`src/rtl/pwm_meter.sv`:
```
// pwm_meter: measures the period and duty cycle of an asynchronous PWM input,
// reporting floor(high*100/period) through a bit-serial restoring divider.
module pwm_meter #(
  parameter int CNT_W   = 20,
  parameter int TIMEOUT = 1_000_000
) (
  input  logic             clk,
  input  logic             rst,
  input  logic             pwm_in,
  output logic [6:0]       duty_pct,
  output logic [CNT_W-1:0] period_cyc,
  output logic             meas_valid,
  output logic             busy,
  output logic             stuck
);
  localparam int QW = CNT_W + 7;
  localparam int SW = $clog2(QW + 1);
  localparam logic [CNT_W-1:0] TO = CNT_W'(TIMEOUT);
  typedef enum logic {IDLE, MEASURE} state_t;
  state_t state, state_nxt;
  logic s1, s, s_d, rise, cap, tmo, fin, ge;
  logic [CNT_W-1:0] per_cnt, high_cnt, den, rem, rem_nxt;
  logic [CNT_W:0] trial;
  logic [QW-1:0] num, quo, quo_nxt;
  logic [SW-1:0] step;

  assign rise = s & ~s_d;
  assign cap = (state == MEASURE) && rise && !busy;
  assign tmo = (state == MEASURE) && !rise && !busy && per_cnt == TO;
  assign fin = busy && step == SW'(1);
  assign trial = {rem, num[QW-1]};
  assign ge = trial >= {1'b0, den};
  assign rem_nxt = ge ? CNT_W'(trial - {1'b0, den}) : trial[CNT_W-1:0];
  assign quo_nxt = {quo[QW-2:0], ge};

  always_comb begin
    state_nxt = state;
    state_nxt = (state == IDLE && rise) ? MEASURE : tmo ? IDLE : state;
  end

  // counters saturate at TIMEOUT so a deferred timeout can never wrap them
  always_ff @(posedge clk or negedge rst)
    if (!rst) begin
      {s1, s, s_d} <= '0;
      state <= IDLE;
      per_cnt <= '0;
      high_cnt <= '0;
    end else begin
      s1 <= pwm_in;
      s <= s1;
      s_d <= s;
      state <= state_nxt;
      if (rise) begin
        per_cnt <= CNT_W'(1);
        high_cnt <= CNT_W'(1);
      end else if (state == MEASURE && per_cnt != TO) begin
        per_cnt <= per_cnt + CNT_W'(1);
        high_cnt <= high_cnt + CNT_W'(s);
      end
    end

  // busy stays up through the result cycle; meas_valid drops it afterwards
  always_ff @(posedge clk or negedge rst)
    if (!rst) begin
      den <= '0;
      num <= '0;
      quo <= '0;
      rem <= '0;
      step <= '0;
      busy <= 1'b0;
      duty_pct <= '0;
      period_cyc <= '0;
      meas_valid <= 1'b0;
      stuck <= 1'b0;
    end else begin
      meas_valid <= fin | tmo;
      if (cap) begin
        den <= per_cnt;
        num <= QW'(high_cnt) * QW'(100);
        rem <= '0;
        quo <= '0;
        step <= SW'(QW);
        busy <= 1'b1;
      end else if (busy) begin
        if (step != '0) begin
          rem <= rem_nxt;
          quo <= quo_nxt;
          num <= num << 1;
          step <= step - SW'(1);
        end
        if (meas_valid) busy <= 1'b0;
      end
      if (fin) begin
        duty_pct <= quo_nxt > QW'(100) ? 7'd100 : quo_nxt[6:0];
        period_cyc <= den;
        stuck <= 1'b0;
      end else if (tmo) begin
        duty_pct <= s ? 7'd100 : 7'd0;
        period_cyc <= '0;
        stuck <= 1'b1;
      end
    end
endmodule

```
`config.mk`:
```
export PLATFORM = sky130hd
export DESIGN_NAME = pwm_meter
export DESIGN_NICKNAME = d
export VERILOG_FILES = /design/src/rtl/pwm_meter.sv
export SDC_FILE = /design/constraint.sdc
export NUM_CORES = 1
export LEC_CHECK = 0
export CAP_MARGIN = 10
export CORE_ASPECT_RATIO = 0.5
export CORE_MARGIN = 8
export CORE_UTILIZATION = 23
export DETAILED_ROUTE_END_ITERATION = 12
export HOLD_SLACK_MARGIN = 0.12
export SYNTH_ARGS = -nofsm -noshare
export SYNTH_HDL_FRONTEND = slang
export SYNTH_SLANG_ARGS = --single-unit
```
`constraint.sdc`:
```
create_clock -name clk -period 7.1 [get_ports clk]
set_input_delay 1.42 -clock clk [delete_from_list [all_inputs] [get_ports clk]]
set_output_delay 1.42 -clock clk [all_outputs]
set_load 0.01 [all_outputs]
```
==> After elaboration in Yosys (flattened, before gate mapping) <==
Cells that the tools add are included.
{ "word_totals": {"register_bits": 172, "input_bits": 3, "output_inout_bits": 30, "wordCells": 77} }
{ "classes": {"n_addsub": 4, "multipliers": 1, "n_lt_le_gt_ge": 2, "eq_ne": 3, "muxes": 30, "bitwise": 4, "n_reduce_logical": 17} }
{ "ops": {"columns": ["op", "n"], "rows": [
  ["$mux 20", 10],
  ["$mux 27", 3],
  ["$mux 26", 3],
  ["$mux 7", 4],
  ["$gt 27x7->1 const B", 1],
  ["$mul 20x5->25 const B", 1],
  ["$ge 21x20->1", 1],
  ["$add 20x1->20", 1],
  ["$add 20x1->20 const B", 1],
  ["$eq 20x20->1 const B", 1],
  ["$ne 20x20->1 const B", 1],
  ["$sub 20x20->20", 1],
  ["$mux 5", 3],
  ["$reduce_bool 2->1", 5],
  ["$logic_and 1x1->1", 8],
  ["$mux 1", 7],
  ["$eq 5x1->1 const B", 1],
  ["$reduce_bool 5->1", 1],
  ["$sub 5x1->5 const B", 1],
  ["$logic_not 1->1", 2],
  ["$not 1->1", 2],
  ["$reduce_and 2->1", 1],
  ["$and 1x1->1", 1],
  ["$or 1x1->1", 1]
]} }

==> Longest topological paths before layout <==
{ "depth": {"word_depth": 8, "depth_mapped": 14, "mapped_depth_nobuf": 14} }

==> Worst setup path after synthesis <==
Ideal clock, no wire load.
{ "synth_timing": {"path_type": "reg-to-reg", "from": "register high_cnt[6]", "to": "register num[19]", "setup_ps": 120, "arrival_ps": 3509, "required_time_ps": 6980, "path_slack_ps": 3471, "path_stages_with_launch": 15, "path_buffers": 0, "synth_period_minus_slack_ps": 3629, "cell_sequence": "dfrtp_1 > ha_1 > ha_1 > inv_1 > fa_1 > inv_1 > ha_1 > a211o_1 > a221o_1 > a31o_1 > nor3_2 > nor2_1 > a21o_1 > a211o_1 > a31o_1"} }
{ "synth_via": {"elab_chain_len": 2} }
{ "synth_rtl": {"columns": ["element", "line", "text"], "rows": [
  ["start, declared", "22", "logic [CNT_W-1:0] per_cnt, high_cnt, den, rem, rem_nxt;"],
  ["start signal, assigned", "58", "high_cnt <= high_cnt + CNT_W'(s);"],
  ["$mul 20x5->25", "79", "num <= QW'(high_cnt) * QW'(100);"],
  ["$mux 27", "77", "if (cap) begin"],
  ["end signal, assigned", "79", null],
  ["end signal, assigned", "88", "num <= num << 1;"],
  ["end, declared", "24", "logic [QW-1:0] num, quo, quo_nxt;"]
]} }
No other way between the ends.
A chain may end at the register's enable or synchronous reset.

==> Final worst setup path <==
{ "layout_timing": {"from": "register high_cnt[6]", "to": "register num[26]"} }
The elaborated chain is that of the path after synthesis.

==> results.sh <==
export IMPL_hold_path_class="flip-flop to flip-flop"
export IMPL_peakVddDrop_mv=0.1825
export IMPL_power_density_mw_per_mm2=334.6
export IMPL_row_count=54
export IMPL_io_buffer_count=32
export IMPL_synth_net_count=1205
export IMPL_async_reset_ff_share_pct=100.0
export IMPL_grt_antenna_before_repair=0
export IMPL_synth_area_top_cells="dfrtp_1 (42%), ha_1 (11%), nand2_1 (4.8%), o21ai_0 (4.5%), inv_1 (3.8%)"
export IMPL_ios=33
export IMPL_synth_top_area_share_pct=41.78
export IMPL_critical_path_class="flip-flop to flip-flop"
export IMPL_tns_ps=0
export IMPL_die_w_um=313.6
export IMPL_gp_congestion=0.8017
export IMPL_post_cts_resize_count=0
export IMPL_dp_cells=1681
export IMPL_ys_seq_area_share_pct=41.78
export IMPL_fillers=4637
export IMPL_yosysWarnings=0
export IMPL_grt_pass1_vias=7672
export IMPL_instances_no_fill=1713
export IMPL_drive_above_1_share_pct=5.244
export IMPL_drt_pass1_iterations=5
export IMPL_synth_cells=1096
export IMPL_cts_root_buf="clkbuf_16"
export IMPL_htree_levels=4
export IMPL_maxSlewHeadroom_pct=33.18
export IMPL_drc=0
export IMPL_grt_pass1_wl_um=38760
export IMPL_cts_tree="built"
export IMPL_cts_sinks=170
export IMPL_slew_viol_final=0
export IMPL_status="finished, final reports clean"
export IMPL_worst_pin_slew_ps=1002
export IMPL_hold_viol_final=0
export IMPL_yosys_register_bits=170
export IMPL_vias=7709
export IMPL_period_share_pct=54.52
export IMPL_syn_avg_cell_area_um2=9.290
export IMPL_synth_edf_count=0
export IMPL_max_freq_ghz=0.2583
export IMPL_dp_hpwl_um=15960
export IMPL_crit_required_ps=7410
export IMPL_path_clk_slew_ps=60
export IMPL_start_kind="flip-flop"
export IMPL_yosysTopAreaCell="dfrtp_1"
export IMPL_grt_max_degree=94
export IMPL_vias_per_cell=4.500
export IMPL_finalWirelength_um=22580
export IMPL_coreArea_mm2=0.04365
export IMPL_holdPathStages=0
export IMPL_synth_area_mm2=0.01018
export IMPL_clock_skew_ps=11.09
export IMPL_ys_flop_type="dfrtp_1"
export IMPL_cap_violations=0
export IMPL_numCtsBuffers=17
export IMPL_die_h_um=164.8
export IMPL_wl_per_cell_um=13.18
export IMPL_rsz0062_at_grt="false"
export IMPL_reg2reg_depth=14
export IMPL_clk_path_buf_depth=2
export IMPL_worstSkewPairLatency_ps=430
export IMPL_drt_iter0_drc=556
export IMPL_ctsHoldBuffers=0
export IMPL_gr_total_overflow=0
export IMPL_power_leakage_nw=5.386
export IMPL_area_growth_pct=15.03
export IMPL_path_max_fanout=5
export IMPL_fin_crit_ps=3871
export IMPL_insertedDiodeCount=0
export IMPL_postCtsSetupBuffers=0
export IMPL_setup_violations=0
export IMPL_track_usage_pct=8.912
export IMPL_ant_nets=0
export IMPL_ys_types=62
export IMPL_cp_end_kind="flip-flop"
export IMPL_start_util_pct=23.33
export IMPL_worstPathArrival_ps=4180
export IMPL_dieArea_mm2=0.05167
export IMPL_nets=1221
-- placed cells by master, fill, tap and decap left out, drive strengths merged, types with 16 or more instances in the layout --
| master | n |
|---|---|
| nand2 | 129 |
| nand4 | 17 |
| xor2 | 37 |
| dfrtp | 170 |
| inv | 108 |
| clkbuf | 18 |
| nand3 | 71 |
| ha | 90 |
| o21ai | 101 |
| nor2 | 73 |
| a22oi | 22 |
| fa | 16 |
| a21oi | 29 |
| xnor2 | 29 |
| clkdlybuf4s50 | 31 |
-- registers in the layout, indices dropped and copies added (netlist names), 5 cells and up --
register    flops
den            20
high_cnt       20
duty_pct        7
period_cyc     20
per_cnt        20
num            25
step            5
rem            20
quo            26
-- layout make-up --
class	count	area (µm²)	share of cell area (%)
clock inverter	14	138.9	1.186
multi-input combinational	779	5375	45.89
tap	588	735.7	6.281
clock buffer	18	429.2	3.664
timing repair buffer	42	396.6	3.386
sequential	170	4254	36.32
inverter	102	382.9	3.269
-- layer usage --
layer | routed length [µm] | up-vias | GRT usage, %
met1 | 10860 | 3712 | 11.44
met2 | 10500 | 109 | 15.02
li1 | - | 3851 | -
met4 | 609 | 0 | 3.537
met3 | 610 | 37 | 1.437
met5 | 0 | - | 0
-- through the flow --
stage               utilization, %  power [mW]  setup WS (ps)  hold slack (ps)  area (µm²)
floorplan                        -       2.633           3471            331.2       10180
global placement             25.53       3.000           3327            335.5       11140
detailed placement           25.53       3.033           3261            339.3       11140
CTS                          26.83       3.959           3249            355.2       11710
global route                 26.83       4.245           3064            357.9       11710
finish                       26.83       3.918           3229            351.5       11710
-- Yosys cell counts, drive strengths merged (2+ instances only) --
cell / instances
a211oi: 7
nand2: 129
ha: 90
or4: 2
buf: 7
clkbuf: 38
nor2b: 10
a221o: 3
nor2: 73
inv: 102
o31a: 2
and3: 9
a22oi: 22
a21o: 13
nor3: 11
and4: 5
nor4: 11
a21oi: 29
a31o: 2
nand2b: 5
o21ai: 101
dfrtp: 170
o211ai: 8
o31ai: 4
or3: 10
or2: 2
xor2: 37
o21a: 6
and2: 2
a22o: 3
a31oi: 9
a2111oi: 2
mux2i: 7
a211o: 4
a221oi: 2
o21bai: 5
xnor2: 29
nand4: 17
fa: 16
a311oi: 2
nand3: 71
o311ai: 12
-- critical path: stages, from the launching register on --
cell,delay (ps)
dfrtp_1,440
ha_1,320
ha_1,280
inv_1,50
fa_1,500
inv_1,40
ha_1,330
a211o_1,320
a2111oi_1,440
a211oi_2,160
a221oi_2,270
nor4b_2,100
and4b_1,180
a211oi_1,210
a22oi_1,120
-- where the power goes --
part / internal, mW / total (mW) / switching [mW]
clock network: 0.492 / 0.911 / 0.419
registers: 1.21 / 1.40 / 0.187
logic: 0.671 / 1.61 / 0.935
-- worst paths after layout --
kind | start | endpoint | slack (ps)
setup / recovery | high_cnt[6] | num[26] | 3230
max in group asynchronous | rst | num[26] | 4560
min in group asynchronous | rst | period_cyc[5] | 1020
hold / removal | s1 | s | 350
hold reg to reg | s1 | s | 350
setup reg to reg | high_cnt[6] | num[26] | 3230
-- kinds of logic after synthesis --
group,Yosys count,synth area share [%]
flops,170,41.78
compound gates,241,15.66
simple gates,359,16.40
mux,7,0.6882
fa+ha+maj,106,14.20
xor+xnor,66,5.677
buf+inv,147,5.591
Power figures use the tool's default switching activity.
